===== src/rtl/mem_port_arbiter_if.sv =====
// -----------------------------------------------------------------------------
// mem_port_arbiter_if
// Bundles every signal of the shared memory port arbiter:
//   i_*  : instruction-fetch requester (request, address, grant, response)
//   d_*  : load/store requester (request, write enable, address, write data,
//          byte mask, grant, response)
//   m_*  : unified memory port (registered request fields, ack, read data)
//   err  : pulses with the rvalid of an access that hit the latency watchdog
// Modports:
//   master : the arbiter's view (drives grants, responses and the memory request)
//   slave  : the environment's view (CPU requesters and the memory)
// -----------------------------------------------------------------------------
interface mem_port_arbiter_if #(
  parameter int ADDR_W = 32,
  parameter int DATA_W = 32
);
  localparam int MASK_W = DATA_W / 8;

  // Fetch side
  logic              i_req;
  logic [ADDR_W-1:0] i_addr;
  logic              i_gnt;
  logic              i_rvalid;
  logic [DATA_W-1:0] i_rdata;

  // Load/store side
  logic              d_req;
  logic              d_wen;
  logic [ADDR_W-1:0] d_addr;
  logic [DATA_W-1:0] d_wdata;
  logic [MASK_W-1:0] d_wmask;
  logic              d_gnt;
  logic              d_rvalid;
  logic [DATA_W-1:0] d_rdata;

  // Memory side
  logic              m_req;
  logic              m_wen;
  logic [ADDR_W-1:0] m_addr;
  logic [DATA_W-1:0] m_wdata;
  logic [MASK_W-1:0] m_wmask;
  logic              m_ack;
  logic [DATA_W-1:0] m_rdata;

  logic              err;

  modport master (
    input  i_req, i_addr,
    output i_gnt, i_rvalid, i_rdata,
    input  d_req, d_wen, d_addr, d_wdata, d_wmask,
    output d_gnt, d_rvalid, d_rdata,
    output m_req, m_wen, m_addr, m_wdata, m_wmask,
    input  m_ack, m_rdata,
    output err
  );

  modport slave (
    output i_req, i_addr,
    input  i_gnt, i_rvalid, i_rdata,
    output d_req, d_wen, d_addr, d_wdata, d_wmask,
    input  d_gnt, d_rvalid, d_rdata,
    input  m_req, m_wen, m_addr, m_wdata, m_wmask,
    output m_ack, m_rdata,
    input  err
  );
endinterface


===== src/rtl/mem_port_arbiter.sv =====
// -----------------------------------------------------------------------------
// mem_port_arbiter
// Shares one memory port between the instruction-fetch path and the load/store
// path. One access is in flight at a time; the granted request is copied into
// registered m_* outputs and the response is returned to its owner as a
// one-cycle rvalid pulse. A 16-bit wait counter forces completion with the
// pattern 0xDEADBEEF and an err pulse if the memory never acknowledges.
//
// Parameters:
//   ADDR_W  : address width of both requesters and the memory port
//   DATA_W  : data width (byte mask is DATA_W/8)
//   TIMEOUT : memory wait cycles before forced completion (1..65535)
// Ports:
//   clk : clock, rising edge
//   rst : asynchronous, active-low reset
//   bus : mem_port_arbiter_if.master (fetch, load/store and memory signals)
//
// Configuration macro ARB_ROUND_ROBIN_EN:
//   defined   : on contention the requester not served last wins (data wins
//               the first contest)
//   undefined : data always wins over fetch
// -----------------------------------------------------------------------------
module mem_port_arbiter #(
  parameter int ADDR_W  = 32,
  parameter int DATA_W  = 32,
  parameter int TIMEOUT = 255
) (
  input  logic               clk,
  input  logic               rst,
  mem_port_arbiter_if.master bus
);
  localparam int MASK_W = DATA_W / 8;

  localparam logic [1:0] ST_IDLE = 2'd0;
  localparam logic [1:0] ST_BUSY = 2'd1;
  localparam logic [1:0] ST_RESP = 2'd2;

  localparam logic [15:0]       TIMEOUT_CNT  = 16'(TIMEOUT);
  localparam logic [DATA_W-1:0] TIMEOUT_DATA = DATA_W'(32'hDEADBEEF);

  logic [1:0]        r_state;
  logic              r_owner_d;   // 1: in-flight access belongs to load/store
  logic              r_err;
  logic [15:0]       r_wait_cnt;
  logic              r_m_req;
  logic              r_m_wen;
  logic [ADDR_W-1:0] r_m_addr;
  logic [DATA_W-1:0] r_m_wdata;
  logic [MASK_W-1:0] r_m_wmask;
  logic [DATA_W-1:0] r_i_rdata;
  logic [DATA_W-1:0] r_d_rdata;

  logic w_grant_win;
  logic w_data_pref;
  logic w_d_gnt;
  logic w_i_gnt;

  // ---------------------------------------------------------------------------
  // Grant logic: grants only when no access is in flight (IDLE) or when the
  // previous one is being returned (RESP), which gives back-to-back issue.
  // ---------------------------------------------------------------------------
  assign w_grant_win = (r_state == ST_IDLE) || (r_state == ST_RESP);

`ifdef ARB_ROUND_ROBIN_EN
  logic r_last_data;  // 1: load/store was granted last; resets to "fetch"

  assign w_data_pref = !r_last_data;

  always_ff @(posedge clk or negedge rst) begin
    if (!rst) begin
      r_last_data <= 1'b0;
    end else if (w_d_gnt || w_i_gnt) begin
      r_last_data <= w_d_gnt;
    end
  end
`else
  // Load/store belongs to an older instruction, so it always goes first.
  assign w_data_pref = 1'b1;
`endif

  assign w_d_gnt = w_grant_win && bus.d_req && (!bus.i_req || w_data_pref);
  assign w_i_gnt = w_grant_win && bus.i_req && !w_d_gnt;

  // ---------------------------------------------------------------------------
  // Transaction FSM and registered memory request
  // ---------------------------------------------------------------------------
  always_ff @(posedge clk or negedge rst) begin
    if (!rst) begin
      r_state    <= ST_IDLE;
      r_owner_d  <= 1'b0;
      r_err      <= 1'b0;
      r_wait_cnt <= '0;
      r_m_req    <= 1'b0;
      r_m_wen    <= 1'b0;
      r_m_addr   <= '0;
      r_m_wdata  <= '0;
      r_m_wmask  <= '0;
      r_i_rdata  <= '0;
      r_d_rdata  <= '0;
    end else begin
      case (r_state)
        ST_BUSY: begin
          // An ack in the very cycle the limit is reached still wins.
          if (bus.m_ack) begin
            if (r_owner_d) begin
              r_d_rdata <= r_m_wen ? '0 : bus.m_rdata;
            end else begin
              r_i_rdata <= bus.m_rdata;
            end
            r_err   <= 1'b0;
            r_m_req <= 1'b0;
            r_state <= ST_RESP;
          end else if (r_wait_cnt == TIMEOUT_CNT) begin
            if (r_owner_d) begin
              r_d_rdata <= TIMEOUT_DATA;
            end else begin
              r_i_rdata <= TIMEOUT_DATA;
            end
            r_err   <= 1'b1;
            r_m_req <= 1'b0;
            r_state <= ST_RESP;
          end else begin
            r_wait_cnt <= r_wait_cnt + 16'd1;
          end
        end
        default: begin
          // IDLE, RESP (and any unused encoding) fall back to IDLE unless a
          // grant below starts a new access in this same cycle.
          r_state <= ST_IDLE;
          r_err   <= 1'b0;
        end
      endcase

      if (w_d_gnt || w_i_gnt) begin
        r_state    <= ST_BUSY;
        r_owner_d  <= w_d_gnt;
        r_err      <= 1'b0;
        r_wait_cnt <= '0;
        r_m_req    <= 1'b1;
        // Fetches are always reads with no byte enables.
        r_m_wen    <= w_d_gnt && bus.d_wen;
        r_m_addr   <= w_d_gnt ? bus.d_addr : bus.i_addr;
        r_m_wdata  <= w_d_gnt ? bus.d_wdata : '0;
        r_m_wmask  <= w_d_gnt ? bus.d_wmask : '0;
      end
    end
  end

  // ---------------------------------------------------------------------------
  // Outputs
  // ---------------------------------------------------------------------------
  assign bus.i_gnt    = w_i_gnt;
  assign bus.d_gnt    = w_d_gnt;
  assign bus.i_rvalid = (r_state == ST_RESP) && !r_owner_d;
  assign bus.d_rvalid = (r_state == ST_RESP) &&  r_owner_d;
  assign bus.err      = (r_state == ST_RESP) &&  r_err;
  assign bus.i_rdata  = r_i_rdata;
  assign bus.d_rdata  = r_d_rdata;
  assign bus.m_req    = r_m_req;
  assign bus.m_wen    = r_m_wen;
  assign bus.m_addr   = r_m_addr;
  assign bus.m_wdata  = r_m_wdata;
  assign bus.m_wmask  = r_m_wmask;
endmodule


===== src/flat_wrapper.sv =====
// flat-port wrapper written by rule: the top's interface ports become plain ports
module mem_port_arbiter_flat 
#(
  parameter int ADDR_W  = 32,
  parameter int DATA_W  = 32,
  parameter int TIMEOUT = 255
)
  (clk, rst, bus_i_req, bus_i_addr, bus_i_gnt, bus_i_rvalid, bus_i_rdata, bus_d_req, bus_d_wen, bus_d_addr, bus_d_wdata, bus_d_wmask, bus_d_gnt, bus_d_rvalid, bus_d_rdata, bus_m_req, bus_m_wen, bus_m_addr, bus_m_wdata, bus_m_wmask, bus_m_ack, bus_m_rdata, bus_err);
  mem_port_arbiter_if #(.ADDR_W(ADDR_W), .DATA_W(DATA_W)) bus_i ();
  input  logic clk;
  input  logic rst;
  input wire logic [$bits(bus_i.i_req)-1:0] bus_i_req;
  input wire logic [$bits(bus_i.i_addr)-1:0] bus_i_addr;
  output wire logic [$bits(bus_i.i_gnt)-1:0] bus_i_gnt;
  output wire logic [$bits(bus_i.i_rvalid)-1:0] bus_i_rvalid;
  output wire logic [$bits(bus_i.i_rdata)-1:0] bus_i_rdata;
  input wire logic [$bits(bus_i.d_req)-1:0] bus_d_req;
  input wire logic [$bits(bus_i.d_wen)-1:0] bus_d_wen;
  input wire logic [$bits(bus_i.d_addr)-1:0] bus_d_addr;
  input wire logic [$bits(bus_i.d_wdata)-1:0] bus_d_wdata;
  input wire logic [$bits(bus_i.d_wmask)-1:0] bus_d_wmask;
  output wire logic [$bits(bus_i.d_gnt)-1:0] bus_d_gnt;
  output wire logic [$bits(bus_i.d_rvalid)-1:0] bus_d_rvalid;
  output wire logic [$bits(bus_i.d_rdata)-1:0] bus_d_rdata;
  output wire logic [$bits(bus_i.m_req)-1:0] bus_m_req;
  output wire logic [$bits(bus_i.m_wen)-1:0] bus_m_wen;
  output wire logic [$bits(bus_i.m_addr)-1:0] bus_m_addr;
  output wire logic [$bits(bus_i.m_wdata)-1:0] bus_m_wdata;
  output wire logic [$bits(bus_i.m_wmask)-1:0] bus_m_wmask;
  input wire logic [$bits(bus_i.m_ack)-1:0] bus_m_ack;
  input wire logic [$bits(bus_i.m_rdata)-1:0] bus_m_rdata;
  output wire logic [$bits(bus_i.err)-1:0] bus_err;
  assign bus_i.i_req = bus_i_req;
  assign bus_i.i_addr = bus_i_addr;
  assign bus_i_gnt = bus_i.i_gnt;
  assign bus_i_rvalid = bus_i.i_rvalid;
  assign bus_i_rdata = bus_i.i_rdata;
  assign bus_i.d_req = bus_d_req;
  assign bus_i.d_wen = bus_d_wen;
  assign bus_i.d_addr = bus_d_addr;
  assign bus_i.d_wdata = bus_d_wdata;
  assign bus_i.d_wmask = bus_d_wmask;
  assign bus_d_gnt = bus_i.d_gnt;
  assign bus_d_rvalid = bus_i.d_rvalid;
  assign bus_d_rdata = bus_i.d_rdata;
  assign bus_m_req = bus_i.m_req;
  assign bus_m_wen = bus_i.m_wen;
  assign bus_m_addr = bus_i.m_addr;
  assign bus_m_wdata = bus_i.m_wdata;
  assign bus_m_wmask = bus_i.m_wmask;
  assign bus_i.m_ack = bus_m_ack;
  assign bus_i.m_rdata = bus_m_rdata;
  assign bus_err = bus_i.err;
  mem_port_arbiter #(.ADDR_W(ADDR_W), .DATA_W(DATA_W), .TIMEOUT(TIMEOUT)) u_core (.clk(clk), .rst(rst), .bus(bus_i));
endmodule

===== config.mk =====
export PLATFORM = sky130hd
export DESIGN_NAME = mem_port_arbiter_flat
export DESIGN_NICKNAME = d
export VERILOG_FILES = /design/src/rtl/mem_port_arbiter_if.sv /design/src/rtl/mem_port_arbiter.sv /design/src/flat_wrapper.sv
export SDC_FILE = /design/constraint.sdc
export NUM_CORES = 1
export LEC_CHECK = 0
export ABC_AREA = 1
export CAP_MARGIN = 20
export CORE_AREA = 2 2 138 140
export DETAILED_ROUTE_END_ITERATION = 8
export DIE_AREA = 0 0 140 142
export GPL_TIMING_DRIVEN = 0
export PLACE_DENSITY = 0.72
export SYNTH_ARGS = -nofsm -noshare
export SYNTH_HDL_FRONTEND = slang
export SYNTH_SLANG_ARGS = --single-unit

===== constraint.sdc =====
create_clock -name clk -period 1.8 [get_ports clk]
set_input_delay 0.54 -clock clk [delete_from_list [all_inputs] [get_ports clk]]
set_output_delay 0.54 -clock clk [all_outputs]
set_load 0.1 [all_outputs]

==> flow_metrics.py <==
metrics = {
    "status": {
        "status": "complete, but fails checks",
        "violations": "DRC, setup timing",
    },
    "placement": {
        "detailedPlace.worstSlack_ns": -1.58,
        "io_buffer_count": 276,
        "place.gp.congestion": 0.855,
        "dpl.hpwl_mm": 16.6,
    },
    "route": {
        "drc": 15,
        "drt_first_iter_violations": 432,
        "wirelength_mm": 22.7,
        "ant_nets": 0,
        "firstDrtPassIters": 9,
        "wl_per_cell_um": 16.4,
        "vias": 6924,
        "avgViaCountPerCell": 4.99,
    },
    "critical_path": {
        "start_kind": "register",
        "cp-end-kind": "primary output",
        "worstSetupPathType": "register to primary output",
        "cp.required_ns": 1.26,
        "critPathMaxFanout": 4,
        "cp.arrival_ns": 1.38,
    },
    "clock_tree": {
        "h-tree-depth": 4,
        "cts_tree": "done",
        "clkLatencyLatePin_ns": 0.42,
        "cts_sinks": 154,
        "cts_made_buffers": 17,
        "clockBufferDepth": 2,
        "hold_buffers": 0,
        "cts.clk_slew.worst_paths_ns": 0.06,
        "root_buffer": "clkbuf_16",
    },
    "logic_synthesis": {
        "synthTopCellsByArea": "dfrtp_1, nand2_1, nand4_1",
        "synth.largest_area_cell": "dfrtp_1",
        "synthCells": 828,
        "ys_types": 29,
        "synthSimpleGateAreaFrac_pct": 25.5,
        "synth_area_um2": 7040,
        "ys_ff_latch": 154,
        "synth_top_area_share_pct": 54.8,
        "synth_compound_area_share_pct": 12.3,
        "synth_top_family_by_area": "simple AND/OR/NAND/NOR gates",
        "synth-xor-area-share_pct": 0.373,
        "synthAdderAreaFrac_pct": 0.178,
        "muxShareOfSynthArea_pct": 0,
        "yosysWarnings": 0,
        "syn_avg_cell_area_um2": 8.50,
        "synth_fp_nets": 967,
        "ys_seq_area_share_pct": 54.8,
    },
    "finish": {
        "area_growth_syn_to_layout_pct": 48.8,
        "layout_common_cells": "nand2_1, dfrtp_1, buf_2, clkdlybuf4s50_1, nand4_1",
        "nFillCells": 1694,
        "drive_gt1_share_pct": 21.9,
        "multiInputGateArea_um2": 2800,
        "antenna_cells": 0,
        "fin_nets": 1280,
        "layout_commonest_cell": "nand2_1",
        "regArea_um2": 3860,
    },
    "global_route": {
        "grt_pass1_vias": 6830,
        "grt_usage_pct": 22.9,
        "antenna_found_initial": 0,
        "globalRouteOverflowTotal": 0,
        "grt_max_degree": 102,
        "grt_pass1_wl_mm": 36.2,
    },
    "floorplanning": {
        "dieArea_um2": 19900,
        "core_area_um2": 18500,
        "std_cell_rows": 50,
        "chipWidth_um": 140,
        "start_util_pct": 38.1,
        "die_height_um": 142,
        "pin_count": 277,
    },
    "sta": {
        "finalHoldViolCount": 0,
        "max_freq_mhz": 521,
        "rsz0062_at_grt": "yes",
        "maxSlewViolCount": 0,
        "fin_crit_ns": 1.92,
        "relSlewSlack_pct": 63.5,
        "period_share_pct": 107,
        "setup_viol": 5,
        "finClkSkew_ns": 0.0141,
        "worst-slew-pin-transition_ns": 0.547,
        "worst_slack_ns": -0.118,
    },
    "hold_path": {
        "hold_path.class": "input port to async pin",
    },
    "run": {
        "drv_cap": 0,
    },
}
per-stage QoR:
step	instance area [um^2]	instances	TNS, ns	hold slack (ns)	util, %
after floorplan	7070	828	-0.0611	0.244	-
after global placement	10100	1338	-1073.94	0.452	54.9
after detailed placement	10200	1339	-112.08	0.460	55.1
after CTS	10300	1379	-1.21	0.0385	56.0
after global routing	10500	1387	-0.693	0.0538	56.7
final	10500	1387	-0.473	0.0182	56.7
registers in the layout, indices dropped and copies added, names as in the netlist:
register            cells
u_core.bus.d_rdata     32
u_core.bus.m_req        1
u_core.bus.m_wen        1
u_core.bus.i_rdata     32
u_core.bus.m_wdata     32
u_core.r_state          2
u_core.r_wait_cnt      16
u_core.r_err            1
u_core.bus.m_wmask      4
u_core.r_owner_d        1
u_core.bus.m_addr      32
what timing repair did:
item / CTS / global route
setup endpoints to repair: 288 / 91
setup buffers: 9 / 9
gates resized for setup: 758 / 33
pin swaps: 4 / 6
hold endpoints to repair: 0 / 0
critical path: stages (launching register included):
cell and delay, ns:
dfrtp_1 0.39, inv_4 0.11, nand2_4 0.09, inv_6 0.08
clkbuf_16 0.14, buf_16 0.16
logic make-up (layout without fill, tap and decap cells):
| group | count (synthesis) | count (layout) |
|---|---|---|
| buffers and inverters | 113 | 438 |
| DFF | 154 | 154 |
| and+or+nand+nor | 415 | 415 |
| xor gates and xnor gates | 3 | 3 |
| adders and majority gates | 1 | 1 |
| AOI/OAI and AO/OA | 142 | 142 |
per-layer routing:
layer,track usage [%],routed length [um]
met3,6.19,1710
met1,28.8,9450
met5,0,0
met2,38.7,11200
met4,7.66,414
synth_stat cells:
cell type and n:
nand2_1 256, dfrtp_1 154, nand4_1 72, nor2_1 68
a21oi_1 65, inv_1 48, a22o_1 37, clkbuf_1 35
o21ai_0 27, buf_2 17, nand3_1 8, o21ai_1 5
o21bai_1 5, inv_2 4, buf_1 3, buf_6 3
nand2_2 3, nand3_2 3, clkinv_1 2, nor2_2 2
o22ai_1 2, xor2_1 2, a21oi_2 1, buf_8 1
ha_1 1, nand2_4 1, nor2_4 1, nor3_1 1
xnor2_1 1
cell type report:
cell class	instances	area share, %
inverter	54	2.14
timing repair buffer	295	22.5
buffer	58	3.33
clock buffer	21	4.30
tap	234	2.80
multi-input combinational	561	26.7
sequential	154	36.8
clock inverter	10	1.39
worst paths after layout:
check	startpoint	endpoint	slack (ns)	cells past startpoint
max	u_core.r_state[0]$_DFFE_PN0P_	bus_d_gnt	-0.12	5
min	rst	u_core.bus.d_rdata[28]$_DFFE_PN0P_	0.02	1
max reg2reg	u_core.r_state[0]$_DFFE_PN0P_	u_core.bus.m_wdata[4]$_DFFE_PN0P_	0.10	8
min reg2reg	u_core.bus.d_rdata[8]$_DFFE_PN0P_	u_core.bus.d_rdata[8]$_DFFE_PN0P_	0.47	2
max in group asynchronous	rst	u_core.r_wait_cnt[1]$_DFFE_PN0P_	0.88	2
min in group clk	u_core.bus.d_rdata[8]$_DFFE_PN0P_	u_core.bus.d_rdata[8]$_DFFE_PN0P_	0.47	2
Power is left out: the tool's default activity adds up to more than one toggle a clock period on the data nets, which glitch-free logic cannot reach.
